## config.mk

```make
export PLATFORM = sky130hd
export DESIGN_NAME = mux16_rr_scheduler
export DESIGN_NICKNAME = d
export VERILOG_FILES = /design/src/rtl/mux16_rr_scheduler.sv
export SDC_FILE = /design/constraint.sdc
export NUM_CORES = 1
export LEC_CHECK = 0
export BUFFER_PORTS_ARGS = -buffer_cell sky130_fd_sc_hd__clkbuf_2
export CORE_MARGIN = 10
export CORE_UTILIZATION = 50
export CTS_CLUSTER_SIZE = 25
export DETAILED_ROUTE_END_ITERATION = 7
export GPL_TIMING_DRIVEN = 0
export PLACE_DENSITY = 0.71
export RECOVER_POWER = 50
export SLEW_MARGIN = 5
export SYNTH_ARGS = -nofsm -noshare
export SYNTH_HDL_FRONTEND = slang
export SYNTH_SLANG_ARGS = --single-unit
```

## constraint.sdc

```tcl
create_clock -name clk -period 3.5 [get_ports clk]
set_input_delay 0.35 -clock clk [delete_from_list [all_inputs] [get_ports clk]]
set_output_delay 0.35 -clock clk [all_outputs]
set_load 0.005 [all_outputs]
```

## src/rtl/mux16_rr_scheduler.sv

```systemverilog
// Round-robin scheduler driving the select of a shared 16:1 mux, with a valid/ready
// handshake toward the consumer and a watchdog that revokes grants that are never accepted.
module mux16_rr_scheduler #(
    parameter int unsigned TIMEOUT = 16,
    parameter int unsigned CNT_W   = 5
) (
    input  logic        clk,
    input  logic        rst_n,
    input  logic        en,
    input  logic [15:0] req,
    input  logic        out_ready,
    output logic [3:0]  S,
    output logic [15:0] gnt,
    output logic        out_valid,
    output logic [15:0] ack,
    output logic        timeout
);

    typedef enum logic [0:0] {StIdle, StGrant} state_e;

    state_e             state_q;
    logic [3:0]         ptr_q;
    logic [CNT_W-1:0]   wdog_q;
    logic [3:0]         pick;
    logic [3:0]         idx;
    logic               wdog_expired;
    logic [3:0]         next_ptr;

    // Walk from the lowest-priority offset up so the closest set bit to ptr wins.
    always_comb begin
        pick = ptr_q;
        idx  = ptr_q;
        for (int i = 15; i >= 0; i--) begin
            idx = ptr_q + 4'(i);
            if (req[idx]) begin
                pick = idx;
            end
        end
    end

    assign wdog_expired = (wdog_q == CNT_W'(TIMEOUT - 1));
    assign next_ptr     = S + 4'd1;

    always_ff @(posedge clk) begin
        if (!rst_n) begin
            state_q   <= StIdle;
            ptr_q     <= '0;
            wdog_q    <= '0;
            S         <= '0;
            gnt       <= '0;
            out_valid <= 1'b0;
            ack       <= '0;
            timeout   <= 1'b0;
        end else begin
            ack     <= '0;
            timeout <= 1'b0;
            unique case (state_q)
                StIdle: begin
                    if (en && (req != '0)) begin
                        S         <= pick;
                        gnt       <= 16'd1 << pick;
                        out_valid <= 1'b1;
                        wdog_q    <= '0;
                        state_q   <= StGrant;
                    end
                end
                StGrant: begin
                    // Acceptance takes precedence over a watchdog expiring on the same cycle.
                    if (out_ready) begin
                        ack       <= gnt;
                        ptr_q     <= next_ptr;
                        out_valid <= 1'b0;
                        gnt       <= '0;
                        state_q   <= StIdle;
                    end else if (wdog_expired) begin
                        timeout   <= 1'b1;
                        ptr_q     <= next_ptr;
                        out_valid <= 1'b0;
                        gnt       <= '0;
                        state_q   <= StIdle;
                    end else begin
                        wdog_q <= wdog_q + 1'b1;
                    end
                end
                default: state_q <= StIdle;
            endcase
        end
    end

    a_ack_timeout_excl: assert property (@(posedge clk) disable iff (!rst_n)
        !((ack != '0) && timeout));
    a_valid_onehot: assert property (@(posedge clk) disable iff (!rst_n)
        out_valid |-> (gnt == (16'd1 << S)));
    a_idle_no_gnt: assert property (@(posedge clk) disable iff (!rst_n)
        !out_valid |-> (gnt == '0));

endmodule

```

# --- After elaboration in Yosys (flattened, before gate mapping) ---
# Cells that the tools add are included.
word_totals:
  register_bits: 48
  latch_bits: 0
  mem_bits_rw: 0
  rom_bits: 0
  output_inout_bits: 38
  memories: 0
classes:
  addsub: 17
  mul: 0
  n_div: 0
  n_lt_le_gt_ge: 16
  n_eq_ne: 5
  shift: 1
  mux: 67
  bitwise_logic: 2
  n_reduce_logical: 9
ops:
  columns: ["operator", "count"]
  rows:
  - ["4-bit by 5-bit less-than comparator with 1-bit output (second input constant)", 16]
  - ["4-bit 2-to-1 mux", 18]
  - ["1-bit binary-select mux with 4-bit select", 16]
  - ["16-bit 2-to-1 mux", 3]
  - ["4-bit adder (second input constant)", 8]
  - ["16-bit case mux with 2 select lines", 1]
  - ["1-bit 2-to-1 mux", 23]
  - ["4-bit by 3-bit adder with 4-bit output (second input constant)", 4]
  - ["16-bit nonzero test", 1]
  - ["1-bit by 4-bit << shifter with 16-bit output (first input constant)", 1]
  - ["5-bit 2-to-1 mux", 3]
  - ["5-bit case mux with 2 select lines", 1]
  - ["4-bit by 1-bit adder with 4-bit output (second input constant)", 2]
  - ["4-bit by 2-bit adder with 4-bit output (second input constant)", 2]
  - ["2-bit != test (second input constant)", 3]
  - ["2-bit AND reduction", 3]
  - ["3-bit AND reduction", 2]
  - ["5-bit by 1-bit adder with 5-bit output (second input constant)", 1]
  - ["5-bit by 4-bit == test with 1-bit output (second input constant)", 1]
  - ["1-bit case mux with 2 select lines", 2]
  - ["3-bit by 2-bit != test with 1-bit output (second input constant)", 1]
  - ["3-bit OR reduction", 1]
  - ["1-bit inverter", 2]
  - ["2-bit nonzero test", 1]
  - ["1-bit logical AND", 1]

# --- Logic depth before layout (Yosys ltp) ---
depth:
  ltp_word: 22
  ltp_mapped: 16
  ltp_nobuf: 11

# --- Worst setup path after synthesis ---
# OpenSTA, ideal clock, no wires.
synth_timing:
  path_kind: "reg-to-reg"
  start: "register ptr_q[1]"
  end: "register gnt[12]"
  setup_ns: 0.096
  arrival_time_ns: 3.752
  required_time_ns: 3.404
  path_slack_ns: -0.347
  path_stages_with_launch: 15
  n_path_buf: 4
  synth_period_minus_slack_ns: 3.847
  path_cell_list: "dfxtp_1 buf_4 buf_4 clkinv_1 ha_1 buf_4 mux4_2 mux4_2 nand3_2 nor2_1 a2111oi_4 o211ai_2 and2_1 buf_6 o41ai_2"
synth_between:
  elab_chain_len: 22
  word_cells_on_any_way: 66
  classes_between: "add/sub (15); shift (1); mux (50)"
synth_lines:
  columns: ["element", "line_no", "rtl"]
  rows:
  - ["start: declaration", "22", "logic [3:0] ptr_q;"]
  - ["start signal: assignment", "71", "ptr_q <= next_ptr;"]
  - ["start signal: assignment", "77", "ptr_q <= next_ptr;"]
  - ["4-bit adder", "34", "idx = ptr_q + 4'(i);"]
  - ["1-bit binary-select mux with 4-bit select", "35", "if (req[idx]) begin"]
  - ["1-bit 2-to-1 mux (implied by the code)", "35", null]
  - ["4-bit 2-to-1 mux (15 in a row)", "35", null]
  - ["4-bit 2-to-1 mux *", "35", null]
  - ["1-bit by 4-bit << shifter with 16-bit output *", "61", "gnt <= 16'd1 << pick;"]
  - ["16-bit 2-to-1 mux *", "59", "if (en && (req != '0)) begin"]
  - ["16-bit case mux with 2 select lines *", "57", "unique case (state_q)"]
  - ["end signal: assignment", "61", null]
  - ["end: declaration", "13", "output logic [15:0] gnt,"]
# Mark *: on every way between the ends. The rest lies on a longest branch, timed or not. The select of a mux whose other input is x is not followed.
# A chain may end at the register's enable or synchronous reset.

# --- Final worst setup path ---
layout_timing:
  start: "register ptr_q[0]"
  end: "register gnt[11]"
# The elaborated chain is that of the path after synthesis.

==> qor.yml <==
synth-seq-cells: 48
grt_usage_pct: 19.9
dr.pass1.iters: 6
worstMarginPinSlew_ns: 0.709
p_per_area_nw_per_um2: 376
seq_area_frac_synth_pct: 23.0
worstPathRequired_ns: 3.71
crit_fanout: 8
critPathLaunchType: "register"
drt-total-wl_um: 13200
yosysTopAreaCellShare_pct: 23.0
fin_hold_ws_ns: 0.338
finalCriticalPeriod_ns: 3.55
coreArea_um2: 8180
cap_violations: 0
die_h_um: 111
slew_violations: 0
grt_pass1_wl_um: 20900
hpwl_um: 9620
stdcell_area_um2: 5340
die_w_um: 111
row_count: 33
drtIter0Drc: 383
clock_latency_ns: 0.30
vias: 4167
crit_type: "reg2reg"
ant_nets: 0
timing.slew.headroom_pct: 52.7
finalHoldViolCount: 0
wire_per_inst_um: 20.7
synth_area_per_cell_um2: 9.44
ios: 58
dieArea_um2: 12400
avgViaCountPerCell: 6.55
gp_congestion: 1.01
r2r-start: "ptr_q[0]$_SDFFE_PN0P_"
synth_edf_count: 0
irDropWorstVdd_mv: 0.246
fin_ws_ns: -0.0454
r2r_slack_ns: -0.05
grt_pass1_vias: 4024
postCtsHoldBufs: 0
place_ws_ns: -0.593
final_nets: 560
post_dp_cell_area_um2: 4630
yosysTopAreaCell: "dfxtp_1"
cts_max_path_buffers: 2
ys.flop_type: "dfxtp_1"
violations: "negative setup slack"
syn2layout_area_growth_pct: 27.8
final_common_cell: "nand2_1"
syn_area_um2: 4180
path_clk_slew_ns: 0.09
worstSetupEndpointType: "register"
setup_viol: 12
postSynth.asyncResetShare_pct: 0
ys_warn_count: 0
hold_class: "in2reg"
drc_errors: 0
final_cell_mix: "48 x nand2_1, 45 x dfxtp_1, 35 x clkbuf_2"
h-tree-depth: 2
period_share_pct: 101
initial_utilization_pct: 51.1
fmaxAchievable_ghz: 0.282
rsz0062_at_grt: "true"
numPortBuffers: 57
cts_sinks: 48
drive_gt1_share_pct: 36.7
overflow: 0
numCtsBuffers: 5
ys_top_cells_by_area: "dfxtp_1 23%, mux4_2 8.6%, mux2i_1 6.2%"
finalPower_w: 0.00201
hold_start: "rst_n"
root_buffer: "clkbuf_8"
cts_tree: "built"
num_antenna_cells: 0
setup_tns_ns: -0.337
final.setup_skew_ns: 0.00828
critPathLaunch: "ptr_q[0]$_SDFFE_PN0P_"
syn_inst: 443
grt_max_degree: 17
status: "finished, violations left"
p_leak_nw: 2.11
syn_nets: 473
cp.arrival_ns: 3.76
antenna_found_initial: 0
ys_types: 80
## registers in the layout, indices dropped and copies added (netlist names)
signal,count
ptr_q,4
timeout,1
wdog_q,5
gnt,16
ack,16
state_q,1
out_valid,1
S,4
## final timing paths
kind / endpoint / depth (start not counted)
min reg2reg: out_valid$_SDFFE_PN0P_ / 1
min: S[2]$_SDFFE_PN0P_ / 3
max: gnt[11]$_SDFFE_PN0P_ / 15
max reg2reg: gnt[11]$_SDFFE_PN0P_ / 15
## per-layer routing
layer | global-route usage [%] | wire [um]
met1 | 25.8 | 5440
met4 | 5.74 | 263
met3 | 2.90 | 1120
met5 | 0 | 0
met2 | 33.3 | 6340
## logic make-up after synthesis
logic type	after synthesis	share of synthesized area, %
compound gates	116	24.2
xor+xnor	21	5.12
fa+ha+maj	10	2.99
buf+inv	32	4.46
flops	48	23.0
mux	59	20.8
simple gates	157	19.5
## where the power goes
part | internal [W] | switching (W) | total, W
Clock | 0.000211 | 0.000186 | 0.000397
Sequential | 0.000563 | 0.0000189 | 0.000582
Combinational | 0.000451 | 0.000578 | 0.00103
## final cells by class
type	instances	area (um2)
tap	105	131
fill	690	2830
multi-input combinational	363	3390
sequential	48	970
buffer	19	166
clock inverter	3	42.5
inverter	10	70.1
timing repair buffer	83	508
clock buffer	5	68.8
## metrics by stage
| step | std cells | util (%) |
|---|---|---|
| after floorplan | 443 | - |
| final | 636 | 65.4 |
| after CTS | 630 | 62.8 |
| after global routing | 636 | 65.4 |
| after detailed placement | 605 | 56.6 |
| after global placement | 605 | 56.6 |
## critical path: stages, from the launching register on
cell	delay, ns
dfxtp_2	0.34
buf_6	0.11
buf_12	0.11
inv_12	0.03
ha_4	0.25
buf_8	0.14
buf_6	0.11
mux2i_2	0.14
and3_4	0.19
a2111o_1	0.38
o211a_1	0.28
a221o_1	0.29
a211o_1	0.33
o211ai_4	0.27
nand2_4	0.16
o41ai_2	0.30
## cells in the mapped netlist (all sizes together) (6+ instances only)
library cell,instances
a211oi,6
a21oi,20
and2,24
buf,16
dfxtp,48
ha,10
inv,8
mux2,12
mux2i,28
mux4,19
nand2,52
nand3,16
nand4,6
nor2,24
o211ai,6
o21ai,17
o41ai,16
xnor2,15
xor2,6
## repair_timing
action	4_1_cts	5_1_grt
setup endpoints to repair	20	17
cloned	1	0
buffers inserted	19	6
pin swaps	18	19
gates resized for setup	60	37
Power figures use the tool's default switching activity.
